$ cat config.mk
export PLATFORM = sky130hd
export DESIGN_NAME = lcd_reg_display_flat
export DESIGN_NICKNAME = d
export VERILOG_FILES = /design/src/rtl/lcd_reg_display_if.sv /design/src/rtl/lcd_reg_display.sv /design/src/flat_wrapper.sv
export SDC_FILE = /design/constraint.sdc
export NUM_CORES = 1
export LEC_CHECK = 0
export ABC_AREA = 1
export CORE_ASPECT_RATIO = 0.9
export CORE_UTILIZATION = 30
export DETAILED_ROUTE_END_ITERATION = 12
export SLEW_MARGIN = 30
export SYNTH_ARGS = -nofsm -noshare
export SYNTH_HDL_FRONTEND = slang
export SYNTH_SLANG_ARGS = --single-unit
export TNS_END_PERCENT = 5
$ cat constraint.sdc
create_clock -name clk -period 2.1 [get_ports clk]
set_input_delay 0.315 -clock clk [delete_from_list [all_inputs] [get_ports clk]]
set_output_delay 0.315 -clock clk [all_outputs]
set_load 0.005 [all_outputs]
$ cat src/rtl/lcd_reg_display_if.sv
// Handshake bundle between the register-display sequencer and the
// character-LCD driver.
//   lcd_start     : level request, held high for the whole transaction
//   lcd_data      : DDRAM address (address phase) or ASCII character
//   lcd_loc_req   : 1 = transaction begins with an address set
//   lcd_done_tick : driver completion flag (only its rising edge matters)
// master = sequencer side, slave = driver side.
interface lcd_reg_display_if;
   logic       lcd_start;
   logic [7:0] lcd_data;
   logic       lcd_loc_req;
   logic       lcd_done_tick;

   modport master (
      output lcd_start,
      output lcd_data,
      output lcd_loc_req,
      input  lcd_done_tick
   );

   modport slave (
      input  lcd_start,
      input  lcd_data,
      input  lcd_loc_req,
      output lcd_done_tick
   );
endinterface

$ cat src/rtl/lcd_reg_display.sv
// lcd_reg_display
// Sequencer in front of the character-LCD driver. Snapshots four 8-bit
// registers and renders each as "L:hh" on a 2x16 display, one character
// per driver transaction. reg0/reg1 go to row 0 (columns 0 and 5),
// reg2/reg3 to row 1. The first character of every field carries a
// DDRAM address; the driver sees the address first and the label
// character after LOC_SWITCH cycles.
// Ports:
//   clk, rst_n    : clock, synchronous active-low reset
//   reg0..reg3    : live register values
//   refresh_req   : 1-cycle pulse forcing a full redraw
//   lcd           : driver handshake (master modport)
//   busy          : high from frame start until frame_done
//   frame_done    : 1-cycle pulse after the 16th character completes
//   timeout_err   : sticky, set when any character hit TIMEOUT
module lcd_reg_display #(
   parameter int unsigned HOLD_TIME  = 500,
   parameter int unsigned INIT_WAIT  = 3200,
   parameter int unsigned LOC_SWITCH = 2 * HOLD_TIME + HOLD_TIME / 2,
   parameter int unsigned TIMEOUT    = 8000,
   parameter logic [31:0] LABELS     = "ABOP"
) (
   input  logic                    clk,
   input  logic                    rst_n,
   input  logic [7:0]              reg0,
   input  logic [7:0]              reg1,
   input  logic [7:0]              reg2,
   input  logic [7:0]              reg3,
   input  logic                    refresh_req,
   lcd_reg_display_if.master       lcd,
   output logic                    busy,
   output logic                    frame_done,
   output logic                    timeout_err
);

   // One counter serves INIT, the wait timeout and the address->char swap,
   // so it is sized for the largest of the three and never wraps.
   localparam int unsigned CMAX_A = (INIT_WAIT > TIMEOUT) ? INIT_WAIT : TIMEOUT;
   localparam int unsigned CMAX   = (CMAX_A > LOC_SWITCH) ? CMAX_A : LOC_SWITCH;
   localparam int unsigned CW     = $clog2(CMAX + 1);

   localparam logic [CW-1:0] INIT_LAST = CW'(INIT_WAIT - 1);
   localparam logic [CW-1:0] TO_CNT    = CW'(TIMEOUT);
   localparam logic [CW-1:0] LS_LAST   = CW'(LOC_SWITCH - 1);

   typedef enum logic [2:0] {
      S_INIT,
      S_IDLE,
      S_ISSUE,
      S_WAIT,
      S_DONE
   } state_t;

   state_t        state_q;
   logic [CW-1:0] cnt_q;
   logic [3:0]    ch_q;
   logic [31:0]   snap_q;
   logic          pending_q;
   logic          done_prev_q;
   logic          start_q;
   logic [7:0]    data_q;
   logic          loc_q;
   logic          busy_q;
   logic          frame_done_q;
   logic          timeout_err_q;

   logic [31:0]   regs_now;
   logic          done_edge;
   logic [7:0]    cur_char;
   logic [7:0]    cur_addr;
   logic          wait_end;

   // ASCII for one hex nibble, uppercase A-F.
   function automatic logic [7:0] hex_ascii(input logic [3:0] n);
      if (n < 4'd10) begin
         return 8'h30 + {4'h0, n};
      end
      return 8'h37 + {4'h0, n};
   endfunction

   // Character for position ch of the frame, taken from a register snapshot.
   function automatic logic [7:0] char_at(input logic [3:0] ch, input logic [31:0] snap);
      logic [7:0] val;
      logic [7:0] lab;
      logic [7:0] res;
      case (ch[3:2])
         2'd0:    begin val = snap[31:24]; lab = LABELS[31:24]; end
         2'd1:    begin val = snap[23:16]; lab = LABELS[23:16]; end
         2'd2:    begin val = snap[15:8];  lab = LABELS[15:8];  end
         default: begin val = snap[7:0];   lab = LABELS[7:0];   end
      endcase
      case (ch[1:0])
         2'd0:    res = lab;
         2'd1:    res = 8'h3A;
         2'd2:    res = hex_ascii(val[7:4]);
         default: res = hex_ascii(val[3:0]);
      endcase
      return res;
   endfunction

   // Set-DDRAM command byte for the start of field f.
   function automatic logic [7:0] field_addr(input logic [1:0] f);
      logic [7:0] a;
      a = 8'h80;
      if (f[1]) a = a | 8'h40;
      if (f[0]) a = a | 8'h05;
      return a;
   endfunction

   always_comb begin
      regs_now  = {reg0, reg1, reg2, reg3};
      done_edge = lcd.lcd_done_tick & ~done_prev_q;
      cur_char  = char_at(ch_q, snap_q);
      cur_addr  = field_addr(ch_q[3:2]);
      wait_end  = done_edge | (cnt_q == TO_CNT);
   end

   always_ff @(posedge clk) begin
      if (!rst_n) begin
         state_q       <= S_INIT;
         cnt_q         <= '0;
         ch_q          <= '0;
         snap_q        <= '0;
         pending_q     <= 1'b0;
         done_prev_q   <= 1'b0;
         start_q       <= 1'b0;
         data_q        <= '0;
         loc_q         <= 1'b0;
         busy_q        <= 1'b0;
         frame_done_q  <= 1'b0;
         timeout_err_q <= 1'b0;
      end else begin
         done_prev_q  <= lcd.lcd_done_tick;
         frame_done_q <= 1'b0;

         // The power-up draw is already queued during INIT, so a refresh there is dropped.
         if (refresh_req && (state_q != S_INIT)) begin
            pending_q <= 1'b1;
         end

         unique case (state_q)
            S_INIT: begin
               if (cnt_q == INIT_LAST) begin
                  cnt_q     <= '0;
                  pending_q <= 1'b1;
                  state_q   <= S_IDLE;
               end else begin
                  cnt_q <= cnt_q + 1'b1;
               end
            end

            S_IDLE: begin
               if (pending_q || (regs_now != snap_q)) begin
                  snap_q <= regs_now;
                  // A refresh arriving on the launch cycle is kept for one more frame.
                  if (!refresh_req) begin
                     pending_q <= 1'b0;
                  end
                  ch_q    <= '0;
                  busy_q  <= 1'b1;
                  state_q <= S_ISSUE;
               end
            end

            S_ISSUE: begin
               start_q <= 1'b1;
               cnt_q   <= '0;
               if (ch_q[1:0] == 2'd0) begin
                  loc_q  <= 1'b1;
                  data_q <= cur_addr;
               end else begin
                  loc_q  <= 1'b0;
                  data_q <= cur_char;
               end
               state_q <= S_WAIT;
            end

            S_WAIT: begin
               if (wait_end) begin
                  start_q <= 1'b0;
                  loc_q   <= 1'b0;
                  if (!done_edge) begin
                     timeout_err_q <= 1'b1;
                  end
                  if (ch_q == 4'd15) begin
                     frame_done_q <= 1'b1;
                     busy_q       <= 1'b0;
                     state_q      <= S_DONE;
                  end else begin
                     ch_q    <= ch_q + 1'b1;
                     state_q <= S_ISSUE;
                  end
               end else begin
                  cnt_q <= cnt_q + 1'b1;
                  // Address byte is replaced by the label once the driver has latched it.
                  if (loc_q && (cnt_q == LS_LAST)) begin
                     data_q <= cur_char;
                  end
               end
            end

            S_DONE: begin
               state_q <= S_IDLE;
            end

            default: begin
               state_q <= S_INIT;
            end
         endcase
      end
   end

   assign lcd.lcd_start   = start_q;
   assign lcd.lcd_data    = data_q;
   assign lcd.lcd_loc_req = loc_q;
   assign busy            = busy_q;
   assign frame_done      = frame_done_q;
   assign timeout_err     = timeout_err_q;

endmodule

$ cat src/flat_wrapper.sv
// flat-port wrapper written by rule: the top's interface ports become plain ports
module lcd_reg_display_flat 
#(
   parameter int unsigned HOLD_TIME  = 500,
   parameter int unsigned INIT_WAIT  = 3200,
   parameter int unsigned LOC_SWITCH = 2 * HOLD_TIME + HOLD_TIME / 2,
   parameter int unsigned TIMEOUT    = 8000,
   parameter logic [31:0] LABELS     = "    "
)
  (clk, rst_n, reg0, reg1, reg2, reg3, refresh_req, busy, frame_done, timeout_err, lcd_lcd_start, lcd_lcd_data, lcd_lcd_loc_req, lcd_lcd_done_tick);
  lcd_reg_display_if lcd_i ();
  input  logic clk;
  input  logic rst_n;
  input  logic [7:0] reg0;
  input  logic [7:0] reg1;
  input  logic [7:0] reg2;
  input  logic [7:0] reg3;
  input  logic refresh_req;
  output logic busy;
  output logic frame_done;
  output logic timeout_err;
  output wire logic [$bits(lcd_i.lcd_start)-1:0] lcd_lcd_start;
  output wire logic [$bits(lcd_i.lcd_data)-1:0] lcd_lcd_data;
  output wire logic [$bits(lcd_i.lcd_loc_req)-1:0] lcd_lcd_loc_req;
  input wire logic [$bits(lcd_i.lcd_done_tick)-1:0] lcd_lcd_done_tick;
  assign lcd_lcd_start = lcd_i.lcd_start;
  assign lcd_lcd_data = lcd_i.lcd_data;
  assign lcd_lcd_loc_req = lcd_i.lcd_loc_req;
  assign lcd_i.lcd_done_tick = lcd_lcd_done_tick;
  lcd_reg_display #(.HOLD_TIME(HOLD_TIME), .INIT_WAIT(INIT_WAIT), .LOC_SWITCH(LOC_SWITCH), .TIMEOUT(TIMEOUT), .LABELS(LABELS)) u_core (.clk(clk), .rst_n(rst_n), .reg0(reg0), .reg1(reg1), .reg2(reg2), .reg3(reg3), .refresh_req(refresh_req), .lcd(lcd_i), .busy(busy), .frame_done(frame_done), .timeout_err(timeout_err));
endmodule
* Word level (Yosys, flattened, before mapping) *
Index checks and enable logic that the tools add are counted.

storage, ports and cells
  register bits = 67
  bits of input ports = 36
  logic and storage cells = 106
  output and inout bits = 13

cells by class
  add/subtract/negate cells = 6
  magnitude comparators = 2
  equal/unequal tests = 20
  reductions and logical operators = 20
  muxes and demuxes = 42
  bitwise operators = 4

operator list
  operator                                               count
  2-to-1 mux 8 bit                                       7
  case mux 8 bit (3 select lines)                        2
  case mux 13 bit (3 select lines)                       1
  inequality test 32 bit                                 1
  adder 6 x 4 -> 7 bit, first input constant             4
  2-to-1 mux 13 bit                                      2
  case mux 8 bit (2 select lines)                        1
  2-to-1 mux 3 bit                                       5
  case mux 3 bit (5 select lines)                        1
  2-to-1 mux 1 bit                                       14
  adder 13 x 1 -> 13 bit, second input constant          1
  equality test 13 x 11 -> 1 bit, second input constant  1
  equality test 13 x 12 -> 1 bit, second input constant  1
  equality test 13 bit, second input constant            1
  2-to-1 mux 4 bit                                       3
  AND reduction 3 bit                                    4
  inequality test 2 x 1 -> 1 bit, second input constant  5
  < comparator 4 bit, second input constant              2
  case mux 1 bit (2 select lines)                        4
  case mux 4 bit (2 select lines)                        1
  AND reduction 4 bit                                    2
  2-to-1 mux 7 bit                                       1
  equality test 3 x 2 -> 1 bit, second input constant    2
  AND reduction 2 bit                                    3
  17 further kinds                                       25

* Depth between registers and ports, before layout *
Gate-level depths: netlist of the first run.

  depth in word-level cells = 10
  gate-level depth with buffers = 15
  gate-level depth less buffers = 15

* Least setup slack after synthesis of the first run *
OpenSTA, ideal clock, no wires.

  path type = reg2reg
  from = reg u_core.ch_q[3]
  to = reg u_core.data_q[2] (netlist: u_core.lcd.lcd_data[2])
  path slack = 473 ps
  arrival = 1557 ps
  setup time = 70 ps
  stages on the path, launching flop included = 13
  clock period less this slack = 1627 ps
  cell sequence = dfxtp_1 buf_4 nor2_4 nand2_1 o211ai_1 nand2_1 ha_1 nand3b_1 nand4_1 nand3_1 nand2_1 nand2_1 a21oi_1

on the way
  cells in the longest elaborated chain, start to end = 10
  elaborated cells on any way between the ends = 23
  classes of those cells = 4 x add/sub; 2 x order compare; 2 x eq/ne; 14 x mux; 1 x reduce/logical

RTL lines
  element                                      line                    text
  start, declared                              lcd_reg_display.sv:56   logic [3:0] ch_q;
  start signal, assigned                       lcd_reg_display.sv:190  ch_q <= ch_q + 1'b1;
  equality test 2 bit (tied with other cells)  lcd_reg_display.sv:86   case (ch[3:2])
  case mux 8 bit (3 select lines) (*)          lcd_reg_display.sv:86
  < comparator 4 bit                           lcd_reg_display.sv:75   if (n < 4'd10) begin
  2-to-1 mux 1 bit                             lcd_reg_display.sv:75
  2-to-1 mux 1 bit                             lcd_reg_display.sv:92   case (ch[1:0])
  2-to-1 mux 8 bit                             lcd_reg_display.sv:78   return 8'h37 + {4'h0, n};
  case mux 8 bit (3 select lines) (*)          lcd_reg_display.sv:92
  2-to-1 mux 8 bit                             lcd_reg_display.sv:196  if (loc_q && (cnt_q == LS_LAST)) begin
  2-to-1 mux 8 bit                             lcd_reg_display.sv:179  if (wait_end) begin
  case mux 8 bit (2 select lines) (*)          lcd_reg_display.sv:141  unique case (state_q)
  end signal, assigned                         lcd_reg_display.sv:170  data_q <= cur_addr;
  end signal, assigned                         lcd_reg_display.sv:173  data_q <= cur_char;
  end signal, assigned                         lcd_reg_display.sv:197  data_q <= cur_char;
  end, declared                                lcd_reg_display.sv:61   logic [7:0] data_q;

Mark *: on every way between the ends. The rest lies on a longest branch, timed or not. The select of a mux whose other input is x is not followed.
A chain may end at the register's enable or synchronous reset.

* Worst setup path in the final report of the first run *
  from = reg u_core.ch_q[2]
  to = reg u_core.data_q[1] (netlist: u_core.lcd.lcd_data[1])

The elaborated chain is that of the path after synthesis.

==> results.toml, run 1 <==
[run_status]
status = "completed"

[setup_path]
r2r_setup_slack_ns = 0.18
worstSetupPathType = "reg -> reg"
cp-end-kind = "flop"
r2r_end = "u_core.lcd.lcd_data[1]"
worstReg2RegStart = "u_core.ch_q[2]"
crit_path_start_kind = "flop"
cp.arrival_ns = 2.18
cp.required_ns = 2.36
reg2reg_depth = 11
critPathMaxFanout = 6

[detailed_routing]
avgViaCountPerCell = 4.771
wl_um = 10820
route.detailed.drc = 0
num_vias = 4022
firstDrtPassIters = 5
wl_per_cell_um = 12.83
dr.first_iter.drc_count = 231
ant_nets = 0

[synth]
netlist_area_um2 = 3900
yosysWarnings = 0
synthFlopType = "dfxtp_1"
synth_top_area_share_pct = 34.39
ys_seq_area_share_pct = 34.39
synth_edf_count = 0
async_flop_share_pct = 0
ys_ff_latch = 67
synthDistinctLibCells = 29
yosys.area.top_type = "dfxtp_1"
synth_fp_nets = 655
ys_top_cells_by_area = "dfxtp_1 34%, nand2_1 14%, inv_1 7.7%, nor2_1 6.8%, a21oi_1 6.8%"
avgSynthCellArea_um2 = 6.393
synthCells = 610

[floorplanning]
num_rows = 39
chipWidth_um = 122.2
core-area_um2 = 12690
fp.dieH_um = 110.2
die_area_um2 = 13460
initial_core_util_pct = 30.74
io_pins = 49

[placement]
postPlaceCellArea_um2 = 4671
portBuffers = 48
place_ws_ns = -0.1641
place_congestion = 0.9543
dp.final_hpwl_um = 8175

[global_routing]
overflow = 0
grt_pass1_wl_um = 18060
first_global_vias = 3773
grt_antenna_before_repair = 0
grtUsageTotal_pct = 17.14
grt_max_degree = 49

[worst_hold_path]
holdCritPathClass = "reg -> reg"
hp-start = "u_core.lcd.lcd_data[4]"
hold_path_end = "u_core.lcd.lcd_data[4]"
hold_depth = 2

[cells_and_area]
area_growth_pct = 29.42
diodes = 0
fin_util_pct = 39.78
final_area_um2 = 5047
fin_nets = 719
final_cell_mix = "140 x nand2_1, 80 x inv_1, 68 x nor2_1, 66 x dfxtp_1, 53 x o21ai_0"
n_fill_cell = 1358
final_common_cell = "nand2_1"
drive_gt1_share_pct = 9.867

[power]
p_leak_uw = 0.002078
p_per_area_nw_per_um2 = 629.7
vdd_ir_drop_max_mv = 0.4165

[clock_network]
numCtsBuffers = 9
cts_tree = "built"
clock-sinks = 67
cts_buffer_depth = 2
clk_latency_ns = 0.33
htreeDepth = 3
path_clk_slew_ns = 0.05
root_buffer = "clkbuf_16"

[sta]
min_period_over_period_pct = 91.60
worstMarginPinSlew_ns = 0.4914
hold_violations = 0
grt_setup_unrepaired = "yes"
finClkSkew_ns = 0.005451
fmax_mhz = 519.9
setup_viol_count_final = 0
setup_ws_ns = 0.1764
maxSlewViolCount = 0
timing.final.crit_period_ns = 1.924
slew_headroom_pct = 67.20

[run]
max_cap_violations = 0
cell families after synthesis:
group                    after synthesis  synth area share [%]
AND/OR/NAND/NOR                      290                 31.83
AO/OA/AOI/OAI                        122                 16.27
buffers and inverters                104                 10.59
flip-flops                            67                 34.39
XOR/XNOR                              18                 4.043
adder cells (fa/ha/maj)                9                 2.887
layout make-up:
class                           instances  area (um2)  area share (%)
Inverter                               88       330.3           6.544
Clock buffer                           13       270.3           5.354
Sequential cell                        67        1343           26.60
Timing Repair Buffer                   69       663.1           13.14
Tap cell                              164       205.2           4.065
Clock inverter                          3       68.82           1.363
Multi-Input combinational cell        439        2167           42.94
how the worst max path moves through the flow:
stage | cells after the start | slack [ns] | endpoint | start
floorplan | 12 | 0.47 | u_core.lcd.lcd_data[2] | u_core.ch_q[3]
global placement | 12 | -0.09 | u_core.snap_q[7] | reg0[6]
detailed placement | 14 | -0.16 | u_core.snap_q[9] | reg2[7]
CTS | 11 | 0.06 | u_core.lcd.lcd_data[6] | u_core.ch_q[3]
global route | 14 | -0.02 | u_core.snap_q[9] | reg2[3]
finish | 11 | 0.18 | u_core.lcd.lcd_data[1] | u_core.ch_q[2]
registers in the layout, indices dropped and copies added (netlist names):
signal and cells:
u_core.state_q 3, u_core.lcd.lcd_loc_req 1, u_core.done_prev_q 1, u_core.timeout_err 1
u_core.frame_done 1, u_core.busy 1, u_core.pending_q 1, u_core.cnt_q 13
u_core.ch_q 4, u_core.lcd.lcd_start 1, u_core.snap_q 32, u_core.lcd.lcd_data 8
report_power, final:
group | internal [uW] | leakage [uW] | switching [uW] | total [uW]
clock network | 1140 | 0.000166 | 564 | 1700
registers | 1280 | 0.000541 | 4.74 | 1280
logic | 99.2 | 0.00137 | 94.2 | 193
total | 2520 | 0.00208 | 663 | 3180
per-stage QoR:
stage / cells / total power (uW) / hold WS [ns] / setup TNS (ns)
2_1_floorplan: 610 / 1392 / 0.4085 / 0
3_3_place_gp: 825 / 1499 / 0.4484 / -0.6547
3_5_place_dp: 825 / 1501 / 0.4472 / -3.101
4_1_cts: 841 / 3210 / 0.4643 / 0
5_1_grt: 843 / 3285 / 0.4946 / -0.01618
6_report: 843 / 3178 / 0.4614 / 0
worst max-delay path, cell delays in order (launching register included):
cell and delay (ns):
dfxtp_1 0.32, buf_4 0.17, buf_4 0.16, nand2_2 0.13, nor2_1 0.07, a211oi_2 0.24, ha_1 0.30, nand3_1 0.08
nand3_1 0.09, nand3_1 0.10, nand2_1 0.07, a21oi_1 0.12
synthesized netlist by cell type, drive strengths merged (3+ instances only):
cell type / instances
a211oi: 3
a21oi: 54
buf: 9
clkbuf: 7
dfxtp: 67
ha: 9
inv: 88
nand2: 150
nand3: 42
nand3b: 3
nand4: 7
nor2: 75
nor3: 11
o211ai: 3
o21ai: 62
xnor2: 9
xor2: 9
routing by layer:
| layer | share of wire [%] | vias to the layer above | track usage (%) |
|---|---|---|---|
| met5 | 0 | - | 0 |
| met4 | 1.0 | 0 | 4.965 |
| met3 | 5.6 | 12 | 3.858 |
| met2 | 44 | 113 | 28.33 |
| met1 | 49 | 1816 | 22.32 |
| li1 | - | 2081 | - |
what timing repair did:
item | CTS | global route
endpoints found under the setup margin | 0 | 11
hold buffers | 0 | 0
buffers inserted | 0 | 2
resized for setup | 0 | 8
Note: power is estimated with default switching activity, not from simulation.
==> run 2, diff against run 1 <==
- CELL_PAD_IN_SITES_DETAIL_PLACEMENT: not set -> 1
- CELL_PAD_IN_SITES_GLOBAL_PLACEMENT: not set -> 1
- PLACE_DENSITY_LB_ADDON: not set -> 0.1
==> results.toml, run 2 (synthesis results as in run 1) <==
[power]
vdd_ir_drop_max_mv = 0.3687
internal_power_uw = 2285
p_leak_uw = 0.002035
seq_power_share_pct = 43.7
comb_power_share_pct = 6.6
p_per_area_nw_per_um2 = 586.9
switching_share_pct = 22.13
switchingPower_uw = 649.5
clock_power_share_pct = 49.7

[placement]
place_ws_ns = -0.2866
place_inst = 827
portBuffers = 48
place_congestion = 0.8181
postPlaceCellArea_um2 = 4661
dp.final_hpwl_um = 9640

[setup_path]
cp.required_ns = 2.33
crit_path_start_kind = "input pin"
cp.arrival_ns = 2.15
r2r_setup_slack_ns = 0.22
critPathMaxFanout = 6
cp-end-kind = "flop"
worstSetupPathType = "in -> reg"

[cells_and_area]
fin_nets = 721
largest_register_ffs = 32
area_growth_pct = 28.20
regMostFlops = "u_core.snap_q"
final_area_um2 = 5000
fin_cells = 844
final_common_cell = "nand2_1"
final_cell_mix = "140 x nand2_1, 79 x inv_1, 68 x nor2_1, 65 x dfxtp_1, 53 x o21ai_0"
diodes = 0
drive_gt1_share_pct = 10.15

[floorplanning]
chipWidth_um = 122.2
fp.dieH_um = 110.2
num_rows = 39
die_area_um2 = 13460
initial_core_util_pct = 30.74
io_pins = 49
core-area_um2 = 12690

[global_routing]
grt_max_degree = 31
grtUsageTotal_pct = 19.62
first_global_vias = 3946
grt_antenna_before_repair = 0
overflow = 0
grt_pass1_wl_um = 19920

[clock_network]
root_buffer = "clkbuf_16"
clock-sinks = 67
numCtsBuffers = 9
path_clk_slew_ns = 0.05
cts_buffer_depth = 2
cts_hold_buf = 0
htreeDepth = 3
clk_latency_ns = 0.34
cts_tree = "built"

[sta]
setup_ws_ns = 0.1763
timing.final.crit_period_ns = 1.924
grt_setup_unrepaired = "no"
maxSlewViolCount = 0
min_period_over_period_pct = 91.60
slew_headroom_pct = 69.06
setup_viol_count_final = 0
fmax_mhz = 519.8
finClkSkew_ns = 0.004282
hold_violations = 0
fin_setup_tns_ns = 0
worstMarginPinSlew_ns = 0.4636

[detailed_routing]
ant_nets = 0
wl_per_cell_um = 14.61
dr.first_iter.drc_count = 152
num_vias = 3994
route.detailed.drc = 0
avgViaCountPerCell = 4.732
firstDrtPassIters = 4
wl_um = 12330

[run]
max_cap_violations = 0

[worst_hold_path]
holdCritPathClass = "reg -> reg"

[run_status]
status = "completed"
## run 2: layer usage
metal  share of wire (%)  track usage, %  vias up
met5                   0               0        -
met4                0.75           5.314        0
met3                 3.5           4.887        9
met2                  45           31.56       53
met1                  51           26.05     1854
li1                    -               -     2078
## run 2: through the flow
step	power, uW	utilization, %	hold slack [ns]
detailed placement	1504	36.74	0.4531
finish	2934	39.41	0.4593
floorplan	1392	-	0.4085
CTS	2990	38.92	0.4617
global placement	1501	36.74	0.4423
global route	3065	39.41	0.4781
## run 2: critical path: stages
cell and delay (ns):
clkdlybuf4s50_1 0.52, o21ai_0 0.14, nor2_1 0.12, nand3_1 0.08, nor2_1 0.23, nand3_2 0.14
nand2_4 0.15, buf_4 0.14, clkinvlp_4 0.14, nor2_1 0.12, nor2_1 0.05
## run 2: final cells by class
cell class              instances  area (um2)
fillers                      1637        7687
multi-input cells             439        2172
flip-flops and latches         67        1344
repair buffers                 70       660.6
inverters                      88       334.1
clock buffers                  12       236.5
well taps                     164       205.2
clock inverters                 3       40.04
repair inverters                1       7.507
## run 2: power by group through the flow
stage / Sequential (uW) / Combinational (uW) / Clock (uW)
6_report: 1280 / 194 / 1460
5_1_grt: 1280 / 218 / 1570
4_1_cts: 1280 / 196 / 1510
3_5_place_dp: 1310 / 194 / 0
3_3_place_gp: 1310 / 192 / 0
2_1_floorplan: 1310 / 83.6 / 0
## run 2: path summary, 6_finish.rpt
path,start,cells past startpoint,endpoint
hold / removal,u_core.lcd.lcd_start,2,u_core.lcd.lcd_start
setup reg to reg,u_core.ch_q[3],12,u_core.lcd.lcd_data[4]
hold reg to reg,u_core.lcd.lcd_start,2,u_core.lcd.lcd_start
setup / recovery,reg0[7],11,u_core.snap_q[14]
## run 2: timing repair
action,in CTS,in global routing
setup endpoints to repair,0,44
setup buffers,0,1
gates resized for setup,0,16
==> run 3, diff against run 2 <==
- CAP_MARGIN: not set -> 5
==> results of run 3 <==
The final DEF is identical to that of run 2; final timing and power are the same.
